## src/rtl/axi_rd_arb.sv

```systemverilog
// axi_rd_arb: round-robin arbiter sharing one AXI4 read master (AR/R) among NRQ requesters.
// Optional build macro AXI_RD_ARB_PERF_EN adds per-requester grant/stall counters.
module axi_rd_arb #(
    parameter int NRQ    = 4,
    parameter int IDW    = 4,
    parameter int MAXOUT = 4
) (
    input  logic               clk,
    input  logic               rst,
    input  logic [NRQ-1:0]     rq_arvalid,
    output logic [NRQ-1:0]     rq_arready,
    input  logic [NRQ*64-1:0]  rq_araddr,
    input  logic [NRQ*8-1:0]   rq_arlen,
    input  logic [NRQ*3-1:0]   rq_arsize,
    input  logic [NRQ*IDW-1:0] rq_arid,
    output logic [NRQ-1:0]     rq_rvalid,
    input  logic [NRQ-1:0]     rq_rready,
    output logic [63:0]        rq_rdata,
    output logic [IDW-1:0]     rq_rid,
    output logic [1:0]         rq_rresp,
    output logic               rq_rlast,
    output logic [7:0]         m_axi_arid,
    output logic [63:0]        m_axi_araddr,
    output logic [7:0]         m_axi_arlen,
    output logic [2:0]         m_axi_arsize,
    output logic [1:0]         m_axi_arburst,
    output logic               m_axi_arlock,
    output logic [3:0]         m_axi_arcache,
    output logic [2:0]         m_axi_arprot,
    output logic [3:0]         m_axi_arqos,
    output logic               m_axi_arvalid,
    input  logic               m_axi_arready,
    input  logic [7:0]         m_axi_rid,
    input  logic [63:0]        m_axi_rdata,
    input  logic [1:0]         m_axi_rresp,
    input  logic               m_axi_rlast,
    input  logic               m_axi_rvalid,
    output logic               m_axi_rready,
    output logic               rid_err
`ifdef AXI_RD_ARB_PERF_EN
    ,
    output logic [NRQ*64-1:0]  perf_grant,
    output logic [NRQ*64-1:0]  perf_stall
`endif
);
    localparam int SW = $clog2(NRQ);
    localparam int UW = 8 - IDW;
    localparam int CW = 4;
    localparam logic [0:0] ST_IDLE = 1'b0;
    localparam logic [0:0] ST_BUSY = 1'b1;

    if (SW + IDW > 8) begin : g_idw_chk
        $error("axi_rd_arb: $clog2(NRQ)+IDW exceeds the 8-bit arid");
    end

    logic [0:0]    state_q, state_d;
    logic [SW-1:0] ptr_q, ptr_d;
    logic [7:0]    arid_q, arid_d;
    logic [63:0]   araddr_q, araddr_d;
    logic [7:0]    arlen_q, arlen_d;
    logic [2:0]    arsize_q, arsize_d;
    logic          rid_err_q, rid_err_d;
    logic [CW-1:0] cnt_q [NRQ];
    logic [CW-1:0] cnt_d [NRQ];

    logic [NRQ-1:0] elig_s;
    logic           gnt_vld_s;
    logic [SW-1:0]  gnt_idx_s;
    logic [SW:0]    scan_s;
    logic           fire_s;
    logic [UW-1:0]  rsel_full_s;
    logic           rsel_ok_s;
    logic [SW-1:0]  rsel_s;
    logic [NRQ-1:0] dec_s;

    // A requester may compete only while it has room for another outstanding burst
    always_comb begin
        for (int i = 0; i < NRQ; i++) begin
            elig_s[i] = rq_arvalid[i] && (cnt_q[i] < CW'(MAXOUT));
        end
    end

    // Round-robin scan: first eligible index at or after ptr, wrapping
    always_comb begin
        gnt_vld_s = 1'b0;
        gnt_idx_s = '0;
        scan_s    = '0;
        for (int k = 0; k < NRQ; k++) begin
            scan_s = {1'b0, ptr_q} + (SW+1)'(k);
            if (scan_s >= (SW+1)'(NRQ)) begin
                scan_s = scan_s - (SW+1)'(NRQ);
            end else begin
                scan_s = scan_s;
            end
            if (!gnt_vld_s && elig_s[scan_s[SW-1:0]]) begin
                gnt_vld_s = 1'b1;
                gnt_idx_s = scan_s[SW-1:0];
            end else begin
                gnt_vld_s = gnt_vld_s;
            end
        end
    end

    // The AR register can take a new request when empty or draining this cycle
    always_comb begin
        fire_s     = gnt_vld_s && !rst && ((state_q == ST_IDLE) || m_axi_arready);
        rq_arready = '0;
        if (fire_s) begin
            rq_arready[gnt_idx_s] = 1'b1;
        end else begin
            rq_arready = '0;
        end
    end

    // AR stage next state and latched request fields
    always_comb begin
        state_d  = state_q;
        ptr_d    = ptr_q;
        arid_d   = arid_q;
        araddr_d = araddr_q;
        arlen_d  = arlen_q;
        arsize_d = arsize_q;
        if (fire_s) begin
            state_d  = ST_BUSY;
            ptr_d    = (gnt_idx_s == SW'(NRQ-1)) ? '0 : gnt_idx_s + SW'(1);
            arid_d   = '0;
            arid_d[IDW-1:0]  = rq_arid[int'(gnt_idx_s)*IDW +: IDW];
            arid_d[IDW +: SW] = gnt_idx_s;
            araddr_d = rq_araddr[int'(gnt_idx_s)*64 +: 64];
            arlen_d  = rq_arlen[int'(gnt_idx_s)*8 +: 8];
            arsize_d = rq_arsize[int'(gnt_idx_s)*3 +: 3];
        end else if (m_axi_arready) begin
            state_d = ST_IDLE;
        end else begin
            state_d = state_q;
        end
    end

    // R routing by the requester index carried in the upper rid bits
    always_comb begin
        rsel_full_s  = m_axi_rid[7:IDW];
        rsel_ok_s    = ({{(32-UW){1'b0}}, rsel_full_s} < 32'(NRQ));
        rsel_s       = rsel_full_s[SW-1:0];
        rq_rvalid    = '0;
        m_axi_rready = 1'b1;
        dec_s        = '0;
        if (rsel_ok_s) begin
            rq_rvalid[rsel_s] = m_axi_rvalid;
            m_axi_rready      = rq_rready[rsel_s];
            dec_s[rsel_s]     = m_axi_rvalid && rq_rready[rsel_s] && m_axi_rlast;
        end else begin
            rq_rvalid    = '0;
            m_axi_rready = 1'b1;
            dec_s        = '0;
        end
        rid_err_d = rid_err_q || (m_axi_rvalid && !rsel_ok_s);
    end

    // Outstanding burst counters: grant adds one, rlast handshake removes one
    always_comb begin
        for (int i = 0; i < NRQ; i++) begin
            if (rq_arready[i] && !dec_s[i]) begin
                cnt_d[i] = cnt_q[i] + CW'(1);
            end else if (!rq_arready[i] && dec_s[i]) begin
                cnt_d[i] = cnt_q[i] - CW'(1);
            end else begin
                cnt_d[i] = cnt_q[i];
            end
        end
    end

    // State registers
    always_ff @(posedge clk) begin
        if (rst) begin
            state_q   <= ST_IDLE;
            ptr_q     <= '0;
            arid_q    <= '0;
            araddr_q  <= '0;
            arlen_q   <= '0;
            arsize_q  <= '0;
            rid_err_q <= 1'b0;
            for (int i = 0; i < NRQ; i++) cnt_q[i] <= '0;
        end else begin
            state_q   <= state_d;
            ptr_q     <= ptr_d;
            arid_q    <= arid_d;
            araddr_q  <= araddr_d;
            arlen_q   <= arlen_d;
            arsize_q  <= arsize_d;
            rid_err_q <= rid_err_d;
            for (int i = 0; i < NRQ; i++) cnt_q[i] <= cnt_d[i];
        end
    end

    assign m_axi_arvalid = state_q[0];
    assign m_axi_arid    = arid_q;
    assign m_axi_araddr  = araddr_q;
    assign m_axi_arlen   = arlen_q;
    assign m_axi_arsize  = arsize_q;
    assign m_axi_arburst = 2'b01;
    assign m_axi_arlock  = 1'b0;
    assign m_axi_arcache = 4'b0011;
    assign m_axi_arprot  = 3'b000;
    assign m_axi_arqos   = 4'b0000;
    assign rq_rdata      = m_axi_rdata;
    assign rq_rid        = m_axi_rid[IDW-1:0];
    assign rq_rresp      = m_axi_rresp;
    assign rq_rlast      = m_axi_rlast;
    assign rid_err       = rid_err_q;

`ifdef AXI_RD_ARB_PERF_EN
    logic [63:0] perf_grant_q [NRQ];
    logic [63:0] perf_stall_q [NRQ];

    // Free-running per-requester grant and stall counters
    always_ff @(posedge clk) begin
        for (int i = 0; i < NRQ; i++) begin
            if (rst) begin
                perf_grant_q[i] <= 64'd0;
                perf_stall_q[i] <= 64'd0;
            end else begin
                perf_grant_q[i] <= perf_grant_q[i] + {63'd0, rq_arready[i]};
                perf_stall_q[i] <= perf_stall_q[i] + {63'd0, rq_arvalid[i] && !rq_arready[i]};
            end
        end
    end

    // Flatten counters onto the output buses
    always_comb begin
        for (int i = 0; i < NRQ; i++) begin
            perf_grant[i*64 +: 64] = perf_grant_q[i];
            perf_stall[i*64 +: 64] = perf_stall_q[i];
        end
    end
`endif
endmodule

```

## config.mk

```make
export PLATFORM = sky130hd
export DESIGN_NAME = axi_rd_arb
export DESIGN_NICKNAME = d
export VERILOG_FILES = /design/src/rtl/axi_rd_arb.sv
export SDC_FILE = /design/constraint.sdc
export NUM_CORES = 1
export LEC_CHECK = 0
export ABC_AREA = 0
export BUFFER_PORTS_ARGS = -buffer_cell sky130_fd_sc_hd__buf_2
export CAP_MARGIN = 40
export CORE_AREA = 2 2 226 228
export CTS_CLUSTER_SIZE = 25
export DETAILED_ROUTE_END_ITERATION = 10
export DIE_AREA = 0 0 228 230
export MAX_ROUTING_LAYER = met4
export REMOVE_ABC_BUFFERS = 1
export SYNTH_ARGS = -nofsm -noshare
export SYNTH_HDL_FRONTEND = slang
export SYNTH_SLANG_ARGS = --single-unit
```

## constraint.sdc

```tcl
create_clock -name clk -period 4.3 [get_ports clk]
set_input_delay 0.43 -clock clk [delete_from_list [all_inputs] [get_ports clk]]
set_output_delay 0.43 -clock clk [all_outputs]
set_load 0.03 [all_outputs]
```

==> flow_summary.yaml, run 1 <==
synthesis:
  synth_cells: 683
  ys_types: 41
  yosysWarnings: 0
  avgSynthCellArea_um2: 9.47
  netlist_area_um2: 6470
  ys.flop_type: "dfxtp_1"
  yosysSeqAreaShare: 0.313
  synth_edf_count: 0
  yosys_register_bits: 101
  async_flop_share: 0
layout:
  mostFrequentLayoutCells: "425 x buf_2, 162 x mux2i_1, 101 x dfxtp_1"
  final_area_um2: 9000
  final_common_cell: "buf_2"
  area_growth_pct: 39.1
  fin_nets: 1425
  layout-drive-gt1-share: 0.452
detailed_routing:
  ant_nets: 0
  drt_first_pass_iters: 4
  viasPerCell: 3.82
  wl_per_cell_um: 16.8
  first_iter_violations: 283
  vias: 6437
  routed_wl_um: 28300
  route.detailed.drc: 0
setup_path:
  crit_chain: "or3b_1 -> and4_4 -> nor3_4 -> nand2_1 -> nor2_1 -> ha_1 -> inv_1 -> ha_1 -> a21o_1 -> a21oi_1 -> xnor2_1 -> or3_1 -> a21oi_1"
  crit_arrival_ns: 3.58
  worst-path-buf-inv: 1
  crit_type: "reg -> reg"
  cp.required_ns: 4.62
  worstSetupEndpointType: "register"
  critPathLaunchType: "register"
  slowest_stage: "or3b_1"
  cp_max_fo: 7
  critical_path.top_delay_family: "simple AND/OR/NAND/NOR gates"
  slowest_delay_ns: 0.44
clock_tree:
  clk_latency_ns: 0.38
  cts_root_buf: "clkbuf_16"
  cts_hold_buf: 0
  clock_path_buffers: 2
  clock_sinks: 101
  cts_setup_buffers: 0
  cts_made_buffers: 9
  cts_tree: "done"
  cts-htree-levels: 3
  cts_resized: 0
  cts.clk_slew.worst_paths_ns: 0.08
hold_path:
  worstHoldPathType: "in -> reg"
run:
  drv_cap: 0
floorplan:
  start_util: 0.130
  dieArea_um2: 52400
  fp.dieW_um: 228
  die_h_um: 230
  design.portCount: 582
  rows: 82
  core_area_um2: 49900
timing:
  hold_viol: 0
  post-route-period-util: 0.758
  setup_viol: 0
  slew_violations: 0
  rsz0062_at_grt: "no"
  worst_pin_slew_ns: 0.779
  fin_crit_ns: 3.26
  fin_skew_ns: 0.00850
  finalSetupTns_ns: 0
  relSlewSlack: 0.480
  fmax_mhz: 307
power:
  leakage_nw: 4.28
  power_density_nw_per_um2: 562
  peakVddDrop_mv: 0.232
placed_design:
  port_buffers: 425
  dpl.hpwl_um: 23100
  gp_congestion: 0.864
  placed_area_um2: 8680
global_route:
  grt_max_degree: 92
  antenna_found_initial: 2
  grt_overflow: 0
  grt_pass1_vias: 6456
  grt_usage: 0.108
  grt_pass1_wl_um: 40200
run_status:
  status: "complete, no violations"
-- Yosys cell counts, drive strengths merged (2+ instances only) --
library cell  instances  area share
a21o                  4      0.0046
a21oi                14       0.011
and2                  2      0.0019
and3                  2      0.0019
buf                 109        0.13
clkbuf               24       0.014
conb                  2      0.0012
dfxtp               101        0.31
fa                    4       0.012
ha                   12       0.023
inv                   5      0.0029
mux2i               162        0.25
nand2                88       0.051
nand2b                4      0.0039
nand3                 2      0.0015
nand4                 2      0.0019
nor2                 22       0.013
nor2b                 4      0.0039
nor3                  3      0.0041
o21ai                 6      0.0046
o221ai               79        0.11
or3                   5      0.0048
or3b                  4      0.0058
xnor2                 8       0.011
xor2                  5      0.0068
-- layout make-up --
cell class	count	area (um2)
Timing Repair Buffer	431	2210
Clock inverter	7	82.6
Sequential cell	101	2020
Antenna cell	2	5.00
Fill cell	5569	40900
Inverter	5	18.8
Multi-Input combinational cell	458	3590
Tap cell	672	841
Clock buffer	9	225
-- cells by family (layout without fill, tap and decap cells) --
group,count (synthesis),after routing,share of synthesized area
DFF,101,101,0.313
buffers and inverters,138,452,0.144
AOI/OAI and AO/OA,108,108,0.134
adders and majority gates,16,16,0.0356
other,2,18,0.00116
muxes,164,164,0.256
xor gates and xnor gates,13,13,0.0176
and+or+nand+nor,141,141,0.0981
-- through the flow --
step	setup WS (ns)	utilization	hold slack (ns)	instances	total power, mW
6_report	1.04	0.180	0.306	1685	5.06
5_1_grt	0.735	0.180	0.286	1685	5.40
4_1_cts	1.02	0.180	0.260	1683	5.16
3_5_place_dp	0.862	0.174	0.442	1667	4.21
3_3_place_gp	0.949	0.173	0.429	1665	4.13
2_1_floorplan	-3.62	-	0.446	564	3.68
-- layer usage --
| metal | wire [um] | GRT usage | share of wire |
|---|---|---|---|
| met2 | 12000 | 0.151 | 0.42 |
| met1 | 10800 | 0.109 | 0.38 |
| met3 | 4980 | 0.0936 | 0.18 |
| met5 | 0 | - | 0 |
| met4 | 501 | 0.0353 | 0.018 |
-- power by group --
| part | internal [mW] | switching (mW) | total [mW] |
|---|---|---|---|
| clock | 0.461 | 0.427 | 0.888 |
| sequential | 1.25 | 0.189 | 1.44 |
| combinational | 1.07 | 1.65 | 2.73 |
| total | 2.79 | 2.27 | 5.06 |
-- state kept, by name (all words and copies together) (netlist names) --
register,cells
m_axi_arvalid,1
m_axi_arlen,8
rid_err,1
cnt_q,16
m_axi_arsize,3
ptr_q,2
m_axi_arid,6
m_axi_araddr,64
-- worst min-delay path: stages --
cell	delay [ns]
buf_2	0.10
a21oi_1	0.06
nor2_1	0.07
-- worst paths after layout --
path | to | start | cells after the start | slack (ns)
worst min-delay path | rid_err | m_axi_rvalid | 3 | 0.31
worst max register to register | cnt_q[3][3] | cnt_q[1][2] | 13 | 1.04
worst min register to register | m_axi_arid[5] | m_axi_arid[5] | 2 | 0.45
worst max-delay path | cnt_q[3][3] | cnt_q[1][2] | 13 | 1.04
(Power assumes the default switching activity.)
==> inputs of run 2 (changes only) <==
CORE_AREA = 2 2 228 230   (was 2 2 226 228)
DIE_AREA = 0 0 230 232   (was 0 0 228 230)
clock period = 2.75 ns   (was 4.3 ns; I/O delays follow)
==> run 2 against run 1 <==
Global-route usage grew 0.14 points. The run now ends with setup timing left. Die area grew 1.8%. Clock skew grew 0.0058 ns.
==> flow_summary.yaml, run 2 (same netlist as run 1, synthesis figures left out) <==
timing:
  setup_viol: 7
  rsz0062_at_grt: "yes"
  hold_viol: 0
  fmax_mhz: 335
  post-route-period-util: 1.09
  fin_crit_ns: 2.99
  slew_violations: 0
  fin_skew_ns: 0.0143
  relSlewSlack: 0.630
  worst_pin_slew_ns: 0.555
  fin_ws_ns: -0.236
run_status:
  status: "finished, violations left"
  violations: "setup timing"
detailed_routing:
  wl_per_cell_um: 17.4
  first_iter_violations: 320
  drt_first_pass_iters: 5
  routed_wl_um: 30400
  route.detailed.drc: 0
  viasPerCell: 3.92
  ant_nets: 0
  vias: 6839
hold_path:
  min-delay-start: "m_axi_rvalid"
  min_to: "rid_err"
  worstHoldPathType: "in -> reg"
  min_path_cells: 3
layout:
  layout-drive-gt1-share: 0.517
  fill_cells: 5665
  largest_reg_flops: 64
  antenna_cells: 0
  final_area_um2: 9770
  area_growth_pct: 51.1
  final_common_cell: "buf_2"
  fin_nets: 1479
  multi_input_area_um2: 3860
  postLayoutCoreUtil: 0.192
  mostFrequentLayoutCells: "423 x buf_2, 162 x mux2i_1, 98 x dfxtp_1"
  area.sequential_um2: 2030
clock_tree:
  clock_sinks: 101
  clock_path_buffers: 2
  cts.clk_slew.worst_paths_ns: 0.08
  clk_latency_ns: 0.38
  cts_tree: "done"
  cts-htree-levels: 3
  cts_made_buffers: 9
  cts_root_buf: "clkbuf_16"
floorplan:
  start_util: 0.127
  fp.dieW_um: 230
  design.portCount: 582
  die_h_um: 232
  dieArea_um2: 53400
  core_area_um2: 50900
  rows: 83
power:
  combPwrFrac: 0.576
  clock_power_share: 0.162
  peakVddDrop_mv: 0.426
  finalPower_mw: 8.62
  leakage_nw: 4.64
  power_density_nw_per_um2: 882
  internal_power_mw: 4.80
  seqPwrFrac: 0.262
  switching_share: 0.442
  p_switching_mw: 3.81
setup_path:
  reg2regPathDepth: 15
  crit_type: "reg -> reg"
  slowest_stage: "or3b_1"
  reg2reg_setup_slack_ns: -0.24
  worstSetupEndpointType: "register"
  cp.required_ns: 3.06
  critPathLaunchType: "register"
  slowest_delay_ns: 0.39
  r2r-end: "cnt_q[0][3]"
  cp_max_fo: 3
  timing.rr.start: "cnt_q[0][3]"
  crit_arrival_ns: 3.29
  crit_chain: "or3b_1 -> buf_4 -> and4_4 -> nor3_4 -> buf_6 -> nand2b_4 -> nor2b_4 -> ha_2 -> inv_2 -> ha_4 -> a21o_1 -> a21oi_2 -> xnor2_2 -> or3_1 -> a21oi_1"
global_route:
  grt_pass1_wl_um: 40900
  grt_overflow: 0
  grt_use_met3: 0.0857
  antenna_found_initial: 2
  busiest_layer: "met2"
  met1_usage: 0.109
  use_met2: 0.163
  grt_max_degree: 98
  grt_usage: 0.109
  grt_pass1_vias: 6693
run:
  drv_cap: 0
placed_design:
  port_buffers: 425
  placed_area_um2: 9010
  dpl.hpwl_um: 24000
  gp_congestion: 0.895
[run 2: cell types whose count changed in the layout (fill, tap and decap cells not counted), moves of 5 or more]
| cell | before | now |
|---|---|---|
| a21oi_1 | 14 | 9 |
| ha_4 | 0 | 11 |
| buf_6 | 0 | 11 |
| buf_4 | 3 | 45 |
| a21oi_2 | 0 | 5 |
| ha_1 | 12 | 0 |
[run 2: final cells by class]
class / instances / share of cell area
Multi-Input combinational cell: 458 / 0.395
Timing Repair Buffer: 485 / 0.277
Sequential cell: 101 / 0.207
Tap cell: 680 / 0.0871
Clock buffer: 10 / 0.0245
Clock inverter: 5 / 0.00615
Inverter: 5 / 0.00269
[run 2: power by group through the flow]
stage	logic, mW	registers [mW]	clock network, mW
2_1_floorplan	1.87	2.77	0
3_3_place_gp	4.44	2.26	0
3_5_place_dp	4.54	2.26	0
4_1_cts	4.78	2.25	1.48
5_1_grt	5.29	2.31	1.53
6_report	4.97	2.25	1.39
[run 2: what timing repair did]
item	in CTS	in global routing
pin swaps	27	22
resized for setup	50	21
endpoints found under the setup margin	10	19
buffers inserted	9	5
gates cloned	0	1
hold buffers	0	0
[run 2: through the flow]
step	hold slack, ns	setup TNS, ns	setup WS, ns	cells
after global routing	0.141	-1.98	-0.340	1744
after CTS	0.110	-0.625	-0.235	1740
after detailed placement	0.432	-2.17	-0.397	1716
after global placement	0.429	-1.42	-0.334	1716
after floorplan	0.344	-366.79	-5.08	564
final	0.150	-0.831	-0.236	1744
[run 2: metal layers]
layer  wire length, um  share of wire  up-vias
li1                  -              -     3142
met1             11500           0.38     3161
met2             13400           0.44      498
met3              4870           0.16       38
met4               720          0.024        0
met5                 0              0        -
[run 2: worst max-delay path by stage]
stage,to,from,cells past startpoint,slack [ns]
after floorplan,cnt_q[3][3],cnt_q[1][2],13,-5.08
after global placement,cnt_q[0][3],rq_arvalid[2],14,-0.33
after detailed placement,cnt_q[0][3],rq_arvalid[2],14,-0.40
after CTS,cnt_q[0][3],cnt_q[2][3],15,-0.24
after global routing,cnt_q[0][3],cnt_q[2][2],15,-0.34
final,cnt_q[0][3],cnt_q[0][3],15,-0.24
[run 2: worst max-delay path, delay by kind of cell (launching register included)]
family	cells	cell delay (ns)
XOR/XNOR	1	0.09
buffers and inverters	3	0.33
adder cells (fa/ha/maj)	2	0.39
flip-flops	1	0.32
AO/OA/AOI/OAI	3	0.49
AND/OR/NAND/NOR	6	1.30
==> inputs of run 3 (changes only) <==
CORE_AREA = 2 2 226 228   (was 2 2 228 230)
DIE_AREA = 0 0 228 230   (was 0 0 230 232)
MAX_ROUTING_LAYER = not set   (was met4)
clock period = 3.1 ns   (was 2.75 ns; I/O delays follow)
==> run 3 against run 2 <==
The flow now finishes without violations. Cell count is 1.9% lower. Count of clock-buffer cells in the layout is the same. Fmax decreased by 1.7%. Sequential power down 12%. Critical path depth stayed put.
==> flow_summary.yaml, run 3 (same netlist as run 1, synthesis figures left out) <==
global_route:
  grt_overflow: 0
  busiest_layer: "met2"
  grt_max_degree: 77
  grt_usage: 0.103
  use_met2: 0.145
  grt_pass1_vias: 6329
  antenna_found_initial: 1
  grt_use_met3: 0.0827
  met1_usage: 0.109
  grt_pass1_wl_um: 39300
layout:
  postLayoutCoreUtil: 0.189
  final_common_cell: "buf_2"
  mostFrequentLayoutCells: "425 x buf_2, 162 x mux2i_1, 98 x dfxtp_1"
  final_area_um2: 9410
  antenna_cells: 0
  layout-drive-gt1-share: 0.499
  fill_cells: 5570
  area.sequential_um2: 2030
  multi_input_area_um2: 3780
  fin_nets: 1454
  largest_reg_flops: 64
  area_growth_pct: 45.6
timing:
  rsz0062_at_grt: "yes"
  relSlewSlack: 0.597
  fin_skew_ns: 0.00775
  finalSetupTns_ns: 0
  hold_viol: 0
  worst_pin_slew_ns: 0.604
  post-route-period-util: 0.979
  fmax_mhz: 329
  setup_viol: 0
  slew_violations: 0
  worst_hold_slack_ns: 0.197
  fin_crit_ns: 3.04
setup_path:
  crit_arrival_ns: 3.34
  crit_type: "reg -> reg"
  reg2reg_setup_slack_ns: 0.06
  cp.required_ns: 3.41
  reg2regPathDepth: 15
  critPathLaunchType: "register"
  timing.rr.start: "cnt_q[2][2]"
  r2r-end: "cnt_q[0][3]"
  cp_max_fo: 3
  worstSetupEndpointType: "register"
hold_path:
  worstHoldPathType: "in -> reg"
  min-delay-start: "m_axi_rvalid"
  min_to: "rid_err"
  min_path_cells: 3
detailed_routing:
  route.detailed.drc: 0
  first_iter_violations: 239
  ant_nets: 0
  routed_wl_um: 28300
  viasPerCell: 3.82
  vias: 6531
  drt_first_pass_iters: 4
  wl_per_cell_um: 16.5
placed_design:
  placed_area_um2: 8830
  dpl.hpwl_um: 22900
  gp_congestion: 0.905
  port_buffers: 425
clock_tree:
  cts_hold_buf: 0
  cts.clk_slew.worst_paths_ns: 0.07
  cts_root_buf: "clkbuf_16"
  cts_tree: "done"
  cts_made_buffers: 9
  cts-htree-levels: 3
  clock_path_buffers: 2
  clock_sinks: 101
  clk_latency_ns: 0.38
floorplan:
  rows: 82
  core_area_um2: 49900
  fp.dieW_um: 228
  dieArea_um2: 52400
  die_h_um: 230
  design.portCount: 582
  start_util: 0.130
power:
  finalPower_mw: 7.27
  power_density_nw_per_um2: 773
  peakVddDrop_mv: 0.362
  leakage_nw: 4.44
run_status:
  status: "complete, no violations"
run:
  drv_cap: 0
[run 3: through the flow]
step / setup slack (ns) / std cells
5_1_grt: -0.0422 / 1711
2_1_floorplan: -4.73 / 564
4_1_cts: 0.0118 / 1703
3_3_place_gp: -0.00548 / 1687
3_5_place_dp: -0.0760 / 1687
6_report: 0.0637 / 1711
[run 3: what timing repair did]
item,CTS,global route
gates cloned,0,0
pin swaps,1,21
endpoints found under the setup margin,4,5
buffers inserted,1,8
resized for setup,5,42
[run 3: worst max-delay path by stage]
stage / start / endpoint / slack [ns] / cells past startpoint
after floorplan: cnt_q[1][2] / cnt_q[3][3] / -4.73 / 13
after global placement: rq_arvalid[0] / cnt_q[1][3] / -0.005 / 14
after detailed placement: rq_arvalid[2] / cnt_q[1][3] / -0.08 / 14
after CTS: cnt_q[2][2] / cnt_q[1][3] / 0.01 / 13
after global routing: cnt_q[2][2] / cnt_q[0][3] / -0.04 / 15
final: cnt_q[2][2] / cnt_q[0][3] / 0.06 / 15
[run 3: layer usage]
metal / share of wire / wire [um]
met1: 0.39 / 10900
met4: 0.020 / 565
met3: 0.16 / 4480
met5: 0.021 / 591
met2: 0.42 / 11800
[run 3: worst max-delay path: stages, from the launching register on]
cell and delay (ns):
dfxtp_4 0.36, or3b_4 0.39, buf_6 0.13, and4_4 0.17, nor3_4 0.21, buf_6 0.14, nand2b_4 0.07, nor2b_4 0.15
ha_4 0.16, inv_2 0.05, buf_4 0.14, ha_4 0.21, a21oi_2 0.16, xnor2_1 0.11, or3_1 0.38, a21oi_2 0.13
[run 3: where the power goes]
group / leakage [nW] / internal (mW) / switching, mW / total [mW]
registers: 0.836 / 1.74 / 0.245 / 1.99
clock network: 0.145 / 0.647 / 0.568 / 1.22
logic: 3.46 / 1.68 / 2.39 / 4.07
total: 4.44 / 4.07 / 3.20 / 7.27
[run 3: final cells by class]
class,instances,area share
multi-input cells,458,0.401
repair buffers,460,0.259
clock inverters,5,0.00638
clock buffers,10,0.0254
flip-flops and latches,101,0.216
inverters,5,0.00226
well taps,672,0.0893
